--- config.mk ---
export PLATFORM = sky130hd
export DESIGN_NAME = axis_misc_decoder
export DESIGN_NICKNAME = d
export VERILOG_FILES = /design/src/rtl/misc_decoder_pkg.sv /design/src/rtl/misc_uart_rx.sv /design/src/rtl/axis_misc_decoder.sv
export SDC_FILE = /design/constraint.sdc
export NUM_CORES = 1
export LEC_CHECK = 0
export CORE_AREA = 2 2 142 144
export CTS_BUF_LIST = sky130_fd_sc_hd__clkbuf_16
export CTS_CLUSTER_DIAMETER = 30
export DETAILED_ROUTE_END_ITERATION = 10
export DIE_AREA = 0 0 144 146
export PLACE_DENSITY = 0.94
export SLEW_MARGIN = 10
export SYNTH_ARGS = -nofsm -noshare
export SYNTH_HDL_FRONTEND = slang
export SYNTH_HIERARCHICAL = 1
export SYNTH_SLANG_ARGS = --single-unit
--- constraint.sdc ---
create_clock -name aclk -period 7.85 [get_ports aclk]
set_input_delay 1.1775 -clock aclk [delete_from_list [all_inputs] [get_ports aclk]]
set_output_delay 1.1775 -clock aclk [all_outputs]
set_load 0.05 [all_outputs]
--- src/rtl/misc_decoder_pkg.sv ---
// Shared constants, record layout helpers and receiver state type for the
// misc sideband decoder.
package misc_decoder_pkg;

  // Record layout
  localparam int REC_W          = 64;
  localparam int REC_SRC        = 63;
  localparam int REC_ERR        = 62;

  // Reflect channel
  localparam int REFL_LEN       = 40;

  // UART channel
  localparam int UART_BYTES     = 5;
  localparam int UART_PAYLOAD   = 7;
  localparam int UART_DATA_BITS = 8;
  localparam int UART_PAYLOAD_W = UART_BYTES * UART_PAYLOAD;

  // Output buffering
  localparam int FIFO_DEPTH     = 2;

  typedef enum logic [1:0] {
    IDLE,
    START,
    DATA,
    STOP
  } rx_state_e;

  // Reflect record: source 0, no error, count in the low bits.
  function automatic logic [REC_W-1:0] refl_record(input logic [REFL_LEN-1:0] cnt);
    logic [REC_W-1:0] rec;
    rec = '0;
    rec[REFL_LEN-1:0] = cnt;
    return rec;
  endfunction

  // UART record: source 1, payload placed at [38:4], bit 39 and [3:0] zero.
  function automatic logic [REC_W-1:0] uart_record(input logic [UART_PAYLOAD_W-1:0] payload);
    logic [REC_W-1:0] rec;
    rec = '0;
    rec[REC_SRC] = 1'b1;
    rec[UART_PAYLOAD_W+3:4] = payload;
    return rec;
  endfunction

  // UART framing error record: source 1, error 1, everything else zero.
  function automatic logic [REC_W-1:0] err_record();
    logic [REC_W-1:0] rec;
    rec = '0;
    rec[REC_SRC] = 1'b1;
    rec[REC_ERR] = 1'b1;
    return rec;
  endfunction

endpackage

--- src/rtl/misc_uart_rx.sv ---
// Oversampled UART byte receiver for the slow misc channel. Only samples with
// sample_en high advance it; byte_valid / frame_err are single-sample pulses
// produced combinationally on the sample that carries the stop bit.
module misc_uart_rx
  import misc_decoder_pkg::*;
#(
  parameter int BIT_PERIOD = 63
) (
  input  logic                      aclk,
  input  logic                      aresetn,
  input  logic                      sample_en,
  input  logic                      line,
  output logic                      byte_valid,
  output logic [UART_DATA_BITS-1:0] byte_data,
  output logic                      frame_err
);

  localparam int CNT_W = $clog2(BIT_PERIOD + 1);
  // Mid-bit offset from the falling start edge, and the full bit spacing.
  localparam logic [CNT_W-1:0] HALF_CNT = CNT_W'((BIT_PERIOD - 1) / 2);
  localparam logic [CNT_W-1:0] FULL_CNT = CNT_W'(BIT_PERIOD);

  rx_state_e                 state_q, state_d;
  logic [CNT_W-1:0]          cnt_q, cnt_d;
  logic [CNT_W-1:0]          cnt_inc;
  logic [2:0]                bit_q, bit_d;
  logic [UART_DATA_BITS-1:0] shift_q, shift_d;
  logic                      prev_q, prev_d;

  assign cnt_inc   = cnt_q + 1'b1;
  assign byte_data = shift_q;

  // Next-state logic: edge detect, mid-bit sampling and stop-bit verdict.
  always_comb begin
    state_d    = state_q;
    cnt_d      = cnt_q;
    bit_d      = bit_q;
    shift_d    = shift_q;
    prev_d     = prev_q;
    byte_valid = 1'b0;
    frame_err  = 1'b0;
    if (sample_en) begin
      prev_d = line;
      case (state_q)
        IDLE: begin
          // A start bit is a high-to-low transition between accepted samples.
          if (prev_q && !line) begin
            state_d = START;
            cnt_d   = '0;
          end
        end
        START: begin
          if (cnt_inc == HALF_CNT) begin
            cnt_d = '0;
            bit_d = '0;
            // Line went back high before mid-bit: treat as a glitch.
            state_d = line ? IDLE : DATA;
          end else begin
            cnt_d = cnt_inc;
          end
        end
        DATA: begin
          if (cnt_inc == FULL_CNT) begin
            cnt_d   = '0;
            shift_d = {line, shift_q[UART_DATA_BITS-1:1]};
            bit_d   = bit_q + 1'b1;
            if (bit_q == 3'(UART_DATA_BITS - 1)) begin
              state_d = STOP;
            end
          end else begin
            cnt_d = cnt_inc;
          end
        end
        STOP: begin
          if (cnt_inc == FULL_CNT) begin
            cnt_d      = '0;
            state_d    = IDLE;
            byte_valid = line;
            frame_err  = !line;
          end else begin
            cnt_d = cnt_inc;
          end
        end
        default: state_d = IDLE;
      endcase
    end
  end

  // State registers; prev starts low so a line that is low out of reset
  // cannot fake a start edge.
  always_ff @(posedge aclk) begin
    if (!aresetn) begin
      state_q <= IDLE;
      cnt_q   <= '0;
      bit_q   <= '0;
      shift_q <= '0;
      prev_q  <= 1'b0;
    end else begin
      state_q <= state_d;
      cnt_q   <= cnt_d;
      bit_q   <= bit_d;
      shift_q <= shift_d;
      prev_q  <= prev_d;
    end
  end

endmodule

--- src/rtl/axis_misc_decoder.sv ---
// Misc sideband decoder: recovers pulse-counter metadata from the reflect and
// UART channels carried in the top bits of each sample and emits one 64-bit
// record per decoded frame through a 2-entry output FIFO.
module axis_misc_decoder
  import misc_decoder_pkg::*;
#(
  parameter int S_AXIS_TDATA_WIDTH = 40,
  parameter int MISC_WIDTH         = 8,
  parameter int UART_BIT           = 0,
  parameter int REFL_BIT           = 1,
  parameter int FLAG_BIT           = 2,
  parameter int BIT_PERIOD         = 63
) (
  input  logic                          aclk,
  input  logic                          aresetn,
  input  logic [S_AXIS_TDATA_WIDTH-1:0] s_axis_tdata,
  input  logic                          s_axis_tvalid,
  output logic                          s_axis_tready,
  output logic [REC_W-1:0]              m_axis_tdata,
  output logic                          m_axis_tvalid,
  input  logic                          m_axis_tready,
  output logic                          overflow
);

  localparam int MISC_LSB = S_AXIS_TDATA_WIDTH - MISC_WIDTH;
  localparam int POS_W    = $clog2(REFL_LEN);

  // ---------------------------------------------------------------- input
  logic tready_q;
  logic accept;
  logic misc_uart;
  logic misc_refl;
  logic misc_flag;
  logic tdata_unused;

  assign s_axis_tready = tready_q;
  assign accept        = s_axis_tvalid & tready_q;
  assign misc_uart     = s_axis_tdata[MISC_LSB + UART_BIT];
  assign misc_refl     = s_axis_tdata[MISC_LSB + REFL_BIT];
  assign misc_flag     = s_axis_tdata[MISC_LSB + FLAG_BIT];
  // Sample payload and spare misc bits are not decoded here.
  assign tdata_unused  = ^s_axis_tdata;

  // ------------------------------------------------------ reflect decoder
  logic [REFL_LEN-1:0] refl_data_q, refl_data_d;
  logic [POS_W-1:0]    refl_pos_q, refl_pos_d;
  logic                refl_armed_q, refl_armed_d;
  logic                refl_done;
  logic [REC_W-1:0]    refl_rec;

  // Reflect framing: flag-low (re)captures bit0, flag-high fills the rest.
  always_comb begin
    refl_data_d  = refl_data_q;
    refl_pos_d   = refl_pos_q;
    refl_armed_d = refl_armed_q;
    refl_done    = 1'b0;
    if (accept) begin
      if (!misc_flag) begin
        refl_data_d    = '0;
        refl_data_d[0] = misc_refl;
        refl_pos_d     = POS_W'(1);
        refl_armed_d   = 1'b1;
      end else if (refl_armed_q) begin
        refl_data_d[refl_pos_q] = misc_refl;
        refl_pos_d              = refl_pos_q + 1'b1;
        if (refl_pos_q == POS_W'(REFL_LEN - 1)) begin
          refl_done    = 1'b1;
          refl_armed_d = 1'b0;
        end
      end
    end
  end

  assign refl_rec = refl_record(refl_data_d);

  // ------------------------------------------------------ UART receiver
  logic                      rx_valid;
  logic [UART_DATA_BITS-1:0] rx_byte;
  logic                      rx_err;

  misc_uart_rx #(
    .BIT_PERIOD (BIT_PERIOD)
  ) u_uart_rx (
    .aclk       (aclk),
    .aresetn    (aresetn),
    .sample_en  (accept),
    .line       (misc_uart),
    .byte_valid (rx_valid),
    .byte_data  (rx_byte),
    .frame_err  (rx_err)
  );

  // ------------------------------------------------ UART frame assembler
  logic [UART_PAYLOAD_W-1:0] pay_q, pay_d;
  logic [2:0]                idx_q, idx_d;
  logic                      uart_done;
  logic                      uart_err;
  logic                      uart_push;
  logic [REC_W-1:0]          uart_rec;

  // Byte assembly: d[7] opens a frame, four continuation bytes complete it.
  always_comb begin
    pay_d     = pay_q;
    idx_d     = idx_q;
    uart_done = 1'b0;
    uart_err  = 1'b0;
    if (rx_err) begin
      idx_d    = '0;
      uart_err = 1'b1;
    end else if (rx_valid) begin
      if (rx_byte[UART_DATA_BITS-1]) begin
        pay_d                   = '0;
        pay_d[UART_PAYLOAD-1:0] = rx_byte[UART_PAYLOAD-1:0];
        idx_d                   = 3'd1;
      end else if (idx_q != 3'd0) begin
        pay_d[idx_q*UART_PAYLOAD +: UART_PAYLOAD] = rx_byte[UART_PAYLOAD-1:0];
        if (idx_q == 3'(UART_BYTES - 1)) begin
          uart_done = 1'b1;
          idx_d     = '0;
        end else begin
          idx_d = idx_q + 1'b1;
        end
      end
      // Continuation byte with no open frame is ignored.
    end
  end

  assign uart_push = uart_done | uart_err;
  assign uart_rec  = uart_err ? err_record() : uart_record(pay_d);

  // ------------------------------------------------------- output FIFO
  logic [REC_W-1:0] fifo_q [FIFO_DEPTH];
  logic [REC_W-1:0] fifo_d [FIFO_DEPTH];
  logic [1:0]       count_q, count_d;
  logic [1:0]       fifo_fill;
  logic             ovf_q, ovf_d;
  logic             pop;

  assign pop           = (count_q != 2'd0) && m_axis_tready;
  assign m_axis_tdata  = fifo_q[0];
  assign m_axis_tvalid = (count_q != 2'd0);
  assign overflow      = ovf_q;

  // Pop first so its slot is reusable, then append reflect before UART.
  always_comb begin
    fifo_d[0] = pop ? fifo_q[1] : fifo_q[0];
    fifo_d[1] = fifo_q[1];
    fifo_fill = count_q - {1'b0, pop};
    ovf_d     = ovf_q;
    if (refl_done) begin
      if (fifo_fill != 2'(FIFO_DEPTH)) begin
        fifo_d[fifo_fill[0]] = refl_rec;
        fifo_fill            = fifo_fill + 2'd1;
      end else begin
        ovf_d = 1'b1;
      end
    end
    if (uart_push) begin
      if (fifo_fill != 2'(FIFO_DEPTH)) begin
        fifo_d[fifo_fill[0]] = uart_rec;
        fifo_fill            = fifo_fill + 2'd1;
      end else begin
        ovf_d = 1'b1;
      end
    end
    count_d = fifo_fill;
  end

  // All decoder, assembler and FIFO state; reset drops any partial frame.
  always_ff @(posedge aclk) begin
    if (!aresetn) begin
      tready_q     <= 1'b0;
      refl_data_q  <= '0;
      refl_pos_q   <= '0;
      refl_armed_q <= 1'b0;
      pay_q        <= '0;
      idx_q        <= '0;
      count_q      <= '0;
      ovf_q        <= 1'b0;
      for (int i = 0; i < FIFO_DEPTH; i++) begin
        fifo_q[i] <= '0;
      end
    end else begin
      tready_q     <= 1'b1;
      refl_data_q  <= refl_data_d;
      refl_pos_q   <= refl_pos_d;
      refl_armed_q <= refl_armed_d;
      pay_q        <= pay_d;
      idx_q        <= idx_d;
      count_q      <= count_d;
      ovf_q        <= ovf_d;
      for (int i = 0; i < FIFO_DEPTH; i++) begin
        fifo_q[i] <= fifo_d[i];
      end
    end
  end

endmodule

* Word level (Yosys, flattened, before mapping)
Memory sizes are Yosys's and may differ from the RTL's. Cells that the tools add are included. W data, S select, Z words.
Word-level totals: word-level logic and storage cells 146, bits in registers 109, memories kept 1, output and inout bits 67, bits in writable memories 128, bits of input ports 44
Memory list:
- fifo_q | depth 2, width 64, rd ports 2, clocked after Yosys merged registers in 0, write ports 2, line axis_misc_decoder.sv:132 | logic [REC_W-1:0] fifo_q [FIFO_DEPTH];
Operators by class: mux-type cells 73, shift operators 2, add/subtract/negate cells 8, equal/unequal tests 16, reductions and logical operators 19, bitwise operators 7, $mul 1, order comparisons 6
Operators by type and width (count):
- $mux W128 | 4
- $mux W64 | 5
- $bwmux W128 | 2
- $mux W35 | 4
- $demux W64 S1 | 2
- $mux W40 | 3
- $mux W63 | 1
- $bwmux W40 | 1
- $bwmux W35 | 1
- $shift A7 B34 Y35 const A | 1
- $shiftx A7 B34 Y35 | 1
- $neg A6 Y34 | 1
- $mux W6 | 5
- $mux W1 | 26
- $mux W2 | 10
- $pmux W6 S3 | 1
- $mux W3 | 5
- $add A6 B1 Y6 const B | 2
- $eq A6 B6 Y1 const B | 2
- $ne A2 B1 Y1 const B | 6
- $pmux W2 S4 | 1
- $lt A6 B7 Y1 const B | 1
- $add A3 B1 Y3 const B | 2
- $demux W1 S6 | 1
- 26 further kinds | 44

* Depth between registers and ports, before layout
Gate-level depths: netlist of run 1.
word-level depth 15, mapped depth 18, depth with buffers taken out 13

* Modules after synthesis
The synthesis of run 1 kept the hierarchy.
By module, submodules not included:
- axis_misc_decoder | area an instance 10302.4 um^2, seq. area each 4344.2 um^2, cells an instance 1239, times used 1
- misc_uart_rx | area an instance 1177.4 um^2, seq. area each 400.4 um^2, cells an instance 135, times used 1

* Worst setup path before layout of run 1
No wires, ideal clock.
kind input to register, start point in m_axis_tready, end point mem fifo_q[0][24], data required time 7734 ps, path slack 3213 ps, setup time 116 ps, stages on the path 17, arrival time 4521 ps, buffers on the path 4, cells stage by stage o21ai_0 -> inv_1 -> clkbuf_1 -> clkbuf_1 -> clkbuf_1 -> ha_1 -> xor2_1 -> inv_1 -> ha_1 -> a21oi_1 -> ha_1 -> nor2b_1 -> a31oi_1 -> o21bai_2 -> clkbuf_1 -> nor3_1 -> a41o_1
RTL lines:
- start: declaration | line axis_misc_decoder.sv:21 | input logic m_axis_tready,
- end: declaration | line axis_misc_decoder.sv:132

==> results of run 1 <==
## state kept, by name, indices dropped and copies added, names as in the netlist, named ones only
| name | flops |
|---|---|
| fifo_q | 128 |
| count_q | 2 |
| u_uart_rx/cnt_q | 6 |
| u_uart_rx/byte_data | 8 |
| refl_pos_q | 6 |
| u_uart_rx/bit_q | 3 |
| u_uart_rx/state_q | 1 |
| overflow | 1 |
| refl_data_q | 40 |
| idx_q | 3 |
| u_uart_rx/prev_q | 1 |
| s_axis_tready | 1 |
| refl_armed_q | 1 |
| pay_q | 35 |
## per-layer routing
metal	vias up	wire, um
met4	0	2332
met1	5016	12280
met3	247	4110
met2	858	15650
li1	4706	-
met5	-	0
## cells in the final DEF, fill, tap and decap left out, types with 8 or more instances in the layout
master           Yosys  final
nand4_1             11     11
clkinv_2             0     10
nand2_1            209    209
and2_1              52     52
o31ai_1             11     10
clkinv_4             0      8
clkdlybuf4s50_1      0     72
clkbuf_16            0     45
ha_1                18     18
a221o_1             10     10
a21oi_1            100    100
o22ai_1             15     15
buf_4               70     12
nor2b_1             10     10
nor3_1              19     19
nor2_1             139    139
o211ai_1            24     24
a22oi_1             13     13
inv_1               25     27
mux2i_1             46     46
o32ai_1             21     21
and3_1              19     19
a211oi_1            12     12
a2bb2oi_1            8      8
o21ai_0             41     40
o21a_1              14     14
dfxtp_1            237    237
nand3_1             42     42
## power by group
| group | switching, mW | internal, mW |
|---|---|---|
| Combinational | 0.129 | 0.0363 |
| Clock | 0.656 | 1.18 |
| Sequential | 0.00612 | 1.21 |
## area by class of cell
cell class	count	area, um^2
multi-input cells	949	5743
repair buffers	85	815.8
well taps	265	331.6
clock buffers	45	1126
inverters	26	97.59
fillers	1288	6160
flip-flops and latches	237	4745
clock inverters	35	316.6
## worst min path at each step
stage / to / cells past startpoint
after floorplan: fifo_q[0][40] / 2
after global placement: fifo_q[0][54] / 2
after detailed placement: fifo_q[0][61] / 2
after CTS: fifo_q[0][60] / 2
after global routing: fifo_q[0][60] / 2
final: fifo_q[0][61] / 2
## critical path, cell delays in order
cell and delay (ps):
clkdlybuf4s50_1 480, nand2_1 100, buf_4 420, clkinv_1 580, o21ai_2 380, nor4_1 100, buf_4 190, nor2b_1 220
a21o_1 720, nor2_1 240, nand2_1 710, o32ai_1 230
## cells by family after synthesis
logic type | synth area share [%]
flip-flops | 41.33
adder cells (fa/ha/maj) | 1.962
AO/OA/AOI/OAI | 19.03
multiplexers | 4.207
AND/OR/NAND/NOR | 24.16
buffers and inverters | 8.926
XOR/XNOR | 0.3815
==> flow_summary.toml, run 1 <==
[outcome]
status = "complete, no violations"

[synth]
synth_common_cells = "dfxtp_1 (237), nand2_1 (209), nor2_1 (139)"
post-synth-top-count-cell = "dfxtp_1"
async_flop_share_pct = 0
synth_seq_area_share_pct = 41.33
postSynthCellCount = 1374
synth_area_leaders = "dfxtp_1 (41%), nand2_1 (6.8%), buf_4 (4.6%)"
syn_nets = 1436
synth_top_area_cell = "dfxtp_1"
syn_area_um2 = 11480
synth-edff-count = 0
ys_seq_elements = 237
ys_types = 85
synthFlopType = "dfxtp_1"
synth.avg_cell_area_um2 = 8.355
yosys.area.top_type_share_pct = 41.33
yosysWarnings = 6

[timing]
period_share_pct = 66.34
clock-skew-final_ps = 21.22
hold_ws_ps = 448.6
setup_ws_ps = 2642
slew_violations = 0
maxSlewHeadroom_pct = 21.78
worst_slew_pin_slew_ps = 1173
min_period_ps = 5208
finalSetupTns_ps = 0
fmax_ghz = 0.1920
setup_viol = 0
finalHoldViolations = 0
grt_setup_unrepaired = "no"

[worst_setup_path]
r2r_end = "fifo_q[0][54]"
cp-startpoint = "s_axis_tvalid"
worstSetupEndpoint = "fifo_q[0][33]"
reg2reg_depth = 9
r2r-start = "refl_pos_q[5]"
critPathCaptureType = "register"
start_kind = "input pin"
critical_path_required_ps = 8210
cp.arrival_ps = 5570
reg2reg_slack_ps = 3310
critPathMaxFanout = 44
crit_type = "input pin to register"

[pwr]
p_per_area_nw_per_um2 = 244.2
p_leak_nw = 4.882
peakVddDrop_mv = 0.1613
power_mw = 3.217

[hold_path]
holdCritPathClass = "register to register"
hp-start = "fifo_q[0][125]"

[placed_design]
dpl-instance-area_um2 = 11730
dp_slack_ps = 2279
place_congestion = 0.9411
dp_hpwl_um = 19750
placed_cells = 1562
io_buffers = 73

[drt]
dr.pass1.iters = 6
routed_wl_um = 34370
viasPerCell = 6.594
drt_iter0_drc = 1836
drt-wirelength-per-cell_um = 20.93
vias = 10827
ant_nets = 0
drc = 0

[run]
maxCapViolations = 0

[global_route]
grt_max_degree = 73
antenna_found_initial = 0
grt_pass1_vias = 10296
grt_pass1_wl_um = 52990
grt_usage_pct = 31.32
met3_usage_pct = 7.470
grt_use_met1_pct = 39.61
grt_overflow = 0
busiest_layer = "met2"
grtUsageMet2_pct = 48.40

[die]
initial_core_util_pct = 59.37
io_pins = 111
rows = 51
core-area_um2 = 19330
die_x_um = 144
dieArea_um2 = 21020
die_y_um = 146

[clock_tree]
clk_path_buf_depth = 3
cts_root_buffer = "clkbuf_16"
path_clk_slew_ps = 50
clock_latency_ps = 540
cts_resized = 0
cts_buffers = 44
h-tree-depth = 2
post_cts_buffers = 0
cts_tree = "built"
clkSinkCount = 237
holdBufCountCts = 0

[finish]
final_cells = 1642
fin_util_pct = 68.14
finalNetCount = 1405
drive_gt1_share_pct = 9.223
antennaDiodeCount = 0
fin_area_um2 = 13180
synthToLayoutAreaGrowth_pct = 14.77
(Power assumes the default switching activity.)
==> inputs of run 2 (changes only) <==
- CORE_AREA: 2 2 142 144 -> 2 2 152 154
- DIE_AREA: 0 0 144 146 -> 0 0 154 156
- PLACE_DENSITY: 0.94 -> 0.88
- clock period: 7.85 -> 4.6 ns (I/O delays scaled with it)
==> flow_summary.toml, run 2 (same netlist as run 1, synthesis figures left out) <==
[outcome]
status = "complete, no violations"

[finish]
largest_registers = "fifo_q (128), refl_data_q (40), pay_q (35)"
synthToLayoutAreaGrowth_pct = 16.49
top_register = "fifo_q"
antennaDiodeCount = 0
layout_common_cells = "dfxtp_1 (237), nand2_1 (209), nor2_1 (139), a21oi_1 (100), clkdlybuf4s50_1 (72)"
final_common_cell = "dfxtp_1"
final_cells = 1673
finalNetCount = 1417
largest_reg_flops = 128
drive_gt1_share_pct = 9.942

[clock_tree]
clk_path_buf_depth = 3
cts_buffers = 42
path_clk_slew_ps = 50
clkSinkCount = 237
holdBufCountCts = 0
cts_tree = "built"
clock_latency_ps = 530
h-tree-depth = 2
cts_root_buffer = "clkbuf_16"
cts_resized = 0
post_cts_buffers = 0

[drt]
drc = 0
viasPerCell = 6.323
dr.pass1.iters = 7
ant_nets = 0
drt-wirelength-per-cell_um = 19.84
routed_wl_um = 33200
vias = 10578
drt_iter0_drc = 1251

[timing]
finalHoldViolations = 0
setup_ws_ps = 486.1
slew_violations = 0
min_period_ps = 4114
finalSetupTns_ps = 0
setup_viol = 0
grt_setup_unrepaired = "no"
period_share_pct = 89.43
fmax_ghz = 0.2431
worst_slew_pin_slew_ps = 1097
clock-skew-final_ps = 15.67
maxSlewHeadroom_pct = 26.89

[placed_design]
dp_slack_ps = 174.4
dp_hpwl_um = 20310
io_buffers = 73
placed_cells = 1596
place_congestion = 0.8615

[worst_setup_path]
r2r-start = "u_uart_rx/cnt_q[0]"
critical-path-max-stage-delay_ps = 510
crit_slowest_cell = "a31oi_1"
r2r_end = "fifo_q[0][83]"
critical_path_required_ps = 5010
critPathMaxFanout = 17
cp_cell_sequence = "clkdlybuf4s50_1 -> o21ai_4 -> inv_2 -> ha_1 -> xor2_1 -> inv_1 -> ha_1 -> a21oi_1 -> ha_1 -> nor2b_1 -> a31oi_1 -> or3_1 -> buf_4 -> nor3_1 -> a31o_2"
cp.arrival_ps = 4520
critPathCaptureType = "register"
path_common_cell = "ha_1"
reg2reg_depth = 12
path_delay_family = "compound AO/OA/AOI/OAI gates"
start_kind = "input pin"
reg2reg_slack_ps = 590
critPathBufInv = 4
crit_type = "input pin to register"

[die]
initial_core_util_pct = 51.33
die_x_um = 154
die_y_um = 156
dieArea_um2 = 24020
core-area_um2 = 22370
rows = 55
io_pins = 111

[pwr]
netSwitchingPower_mw = 1.312
power_mw = 5.655
clkPwrFrac_pct = 58.3
p_per_area_nw_per_um2 = 422.9
combinationalPowerShare_pct = 5.1
p_int_mw = 4.343
p_leak_nw = 4.975
switching_share_pct = 23.20
peakVddDrop_mv = 0.2722
p_seq_share_pct = 36.6

[hold_path]
hold_depth = 2
hp-start = "fifo_q[0][108]"
whs_endpoint = "fifo_q[0][44]"
holdCritPathClass = "register to register"

[global_route]
grt_usage_pct = 26.62
grt_pass1_vias = 10049
grt_max_degree = 65
grt_overflow = 0
grt_pass1_wl_um = 51890
antenna_found_initial = 0

[run]
maxCapViolations = 0
[run 2: through the flow]
stage	hold WS, ps	instance area [um^2]	utilization [%]
CTS	447.8	13370	59.79
global route	466.1	13370	59.79
detailed placement	439.9	11870	53.06
finish	446.4	13370	59.79
global placement	436.6	11870	53.06
floorplan	427.3	11480	-
[run 2: worst min-delay path, cell delays in order, from the launching register on]
cell     delay (ps)
dfxtp_1         300
nand2_1          50
a21oi_1          50
[run 2: worst max-delay path by stage]
stage	slack, ps	end	cells past startpoint	from
floorplan	450	fifo_q[0][24]	17	m_axis_tready
global placement	290	fifo_q[0][73]	15	m_axis_tready
detailed placement	170	fifo_q[0][73]	15	m_axis_tready
CTS	550	fifo_q[0][73]	15	m_axis_tready
global route	310	fifo_q[0][61]	16	m_axis_tready
finish	490	fifo_q[0][73]	15	m_axis_tready
[run 2: area by class of cell]
type	instances	area, um^2
fill	1688	8992
clock buffer	43	1076
multi-input combinational	949	5736
inverter	26	97.59
clock inverter	34	429.2
sequential	237	4745
timing repair buffer	99	933.4
tap	285	356.6
[run 2: power by group through the flow]
stage                     combinational [mW]  clock, mW  sequential, mW
after floorplan                        0.192          0            2.11
after global placement                 0.268          0            2.11
after detailed placement               0.274          0            2.11
after CTS                              0.284       3.30            2.07
after global routing                   0.306       3.40            2.07
final                                  0.290       3.30            2.07
[run 2: routing by layer]
layer	global-route usage, %	part of all wire (%)	vias to the layer above
met4	10.64	3.2	0
met5	0	0	-
met2	44.05	47	699
met3	5.833	11	117
met1	33.91	38	5017
li1	-	-	4745
==> inputs of run 3 (changes only) <==
- ABC_AREA: default -> 1
- CORE_AREA: 2 2 152 154 -> 2 2 158 160
- DIE_AREA: 0 0 154 156 -> 0 0 160 162
- MAX_ROUTING_LAYER: default -> met4
==> flow_summary.toml, run 3 <==
[outcome]
status = "complete, no violations"

[drt]
vias = 12043
ant_nets = 0
drc = 0
drt-wirelength-per-cell_um = 15.39
routed_wl_um = 34180
viasPerCell = 5.425
drt_iter0_drc = 1171
dr.pass1.iters = 6

[placed_design]
io_buffers = 73
place_congestion = 0.9559
dp_hpwl_um = 22410
dpl-instance-area_um2 = 13000

[die]
core-area_um2 = 24110
die_x_um = 160
io_pins = 111
initial_core_util_pct = 52.66
rows = 57
dieArea_um2 = 25920
die_y_um = 162

[finish]
antennaDiodeCount = 0
final_common_cell = "nand2_1"
drive_gt1_share_pct = 9.072
synthToLayoutAreaGrowth_pct = 14.01
finalNetCount = 1925
top_register = "fifo_q"
layout_common_cells = "nand2_1 (568), dfxtp_1 (237), inv_1 (211), nand3_1 (166), a21oi_1 (127)"
largest_registers = "fifo_q (128), refl_data_q (40), pay_q (35)"
largest_reg_flops = 128
fin_area_um2 = 14470

[pwr]
p_seq_share_pct = 36.6
switching_share_pct = 26.05
peakVddDrop_mv = 0.2752
netSwitchingPower_mw = 1.501
combinationalPowerShare_pct = 8.0
clkPwrFrac_pct = 55.4
p_leak_nw = 6.529
p_per_area_nw_per_um2 = 398.2
power_mw = 5.763
p_int_mw = 4.262

[synth]
syn_area_um2 = 12690
synth_seq_area_share_pct = 37.38
ys_types = 50
synth_area_leaders = "dfxtp_1 (37%), nand2_1 (17%), nand3_1 (6.5%)"
synthFlopType = "dfxtp_1"
synth.avg_cell_area_um2 = 6.763
syn_nets = 1939
async_flop_share_pct = 0
synth_common_cells = "nand2_1 (569), dfxtp_1 (237), inv_1 (210)"
post-synth-top-count-cell = "nand2_1"
synth_top_area_cell = "dfxtp_1"
synth-edff-count = 0
postSynthCellCount = 1877
yosysWarnings = 6
ys_seq_elements = 237
yosys.area.top_type_share_pct = 37.38

[timing]
grt_setup_unrepaired = "no"
fmax_ghz = 0.2630
slew_violations = 0
clock-skew-final_ps = 25.57
finalHoldViolations = 0
setup_viol = 0
maxSlewHeadroom_pct = 42.73
period_share_pct = 82.66
hold_ws_ps = 442.2
worst_slew_pin_slew_ps = 850.1
finalSetupTns_ps = 0
min_period_ps = 3802

[clock_tree]
clkSinkCount = 237
post_cts_buffers = 0
clk_path_buf_depth = 3
cts_resized = 0
h-tree-depth = 2
holdBufCountCts = 0
clock_latency_ps = 550
cts_buffers = 44
cts_tree = "built"
path_clk_slew_ps = 60
cts_root_buffer = "clkbuf_16"

[worst_setup_path]
critical_path_required_ps = 5070
cp.arrival_ps = 4270
r2r-start = "u_uart_rx/cnt_q[1]"
cp-startpoint = "m_axis_tready"
critPathCaptureType = "register"
reg2reg_depth = 16
r2r_end = "fifo_q[0][59]"
crit_type = "input pin to register"
reg2reg_slack_ps = 810
start_kind = "input pin"
critPathMaxFanout = 22

[global_route]
grt_pass1_vias = 11126
grt_overflow = 0
grt_max_degree = 72
antenna_found_initial = 0
grt_usage_pct = 26.46
grt_pass1_wl_um = 54650

[run]
maxCapViolations = 0

[hold_path]
hold_depth = 2
holdCritPathClass = "register to register"
whs_endpoint = "fifo_q[0][123]"
hp-start = "fifo_q[0][123]"
run 3: changes by cell type after synthesis, sizes merged, moves of 21 or more:
cell / previous run / this run
o32ai: 21 / 0
and2: 52 / 5
buf: 99 / 120
o21ai: 43 / 118
inv: 25 / 226
a21oi: 100 / 132
o21bai: 1 / 22
mux2i: 46 / 0
nand2: 210 / 592
o211ai: 24 / 2
nand3: 43 / 180
clkbuf: 63 / 31
run 3: layout make-up:
type                    instances  area, um^2
flip-flops and latches        237        4745
inverters                     229       867.1
multi-input cells            1260        6112
clock buffers                  44        1101
repair buffers                 91       865.8
fillers                      2048        9634
clock inverters                35       375.4
well taps                     324       405.4
run 3: critical path, cell delays in order:
cell,delay [ps]
clkdlybuf4s50_1,410
nand2_2,90
clkinv_1,100
ha_1,210
xnor2_1,220
inv_1,100
ha_1,300
o21ai_0,290
ha_1,300
a21oi_4,70
nand3_2,100
nand2_2,240
inv_2,480
nand2_2,390
a21oi_1,250
run 3: logic make-up (layout without fill, tap and decap cells):
group	after synthesis	count (layout)	synth area share (%)
AND/OR/NAND/NOR	955	955	33.87
AO/OA/AOI/OAI	284	284	12.13
adder cells (fa/ha/maj)	18	18	1.774
XOR/XNOR	3	3	0.3549
buffers and inverters	380	399	14.49
flip-flops	237	237	37.38
run 3: metrics by stage:
step	cells	utilization [%]	worst slack (ps)
floorplan	1877	-	1211
global placement	2141	53.91	501.3
detailed placement	2141	53.91	349.4
CTS	2220	60.03	844.3
global route	2220	60.03	484.9
finish	2220	60.03	797.8
run 3: worst max-delay path by stage:
stage,slack [ps],end
floorplan,1210,fifo_q[0][30]
global placement,500,fifo_q[0][45]
detailed placement,350,fifo_q[0][45]
CTS,840,fifo_q[0][45]
global route,480,fifo_q[0][59]
finish,800,fifo_q[0][45]
run 3: power groups by stage:
stage / registers (mW) / logic (mW) / clock network (mW)
finish: 2.11 / 0.462 / 3.19
global route: 2.11 / 0.500 / 3.32
CTS: 2.11 / 0.459 / 3.22
detailed placement: 2.15 / 0.453 / 0
global placement: 2.15 / 0.439 / 0
floorplan: 2.14 / 0.365 / 0
run 3: routing by layer:
layer,up-vias,wire length (um),GRT usage (%)
met3,124,3130,5.260
li1,5872,-,-
met2,556,15700,42.88
met4,0,1625,13.64
met1,5491,13720,31.40
met5,-,0,-
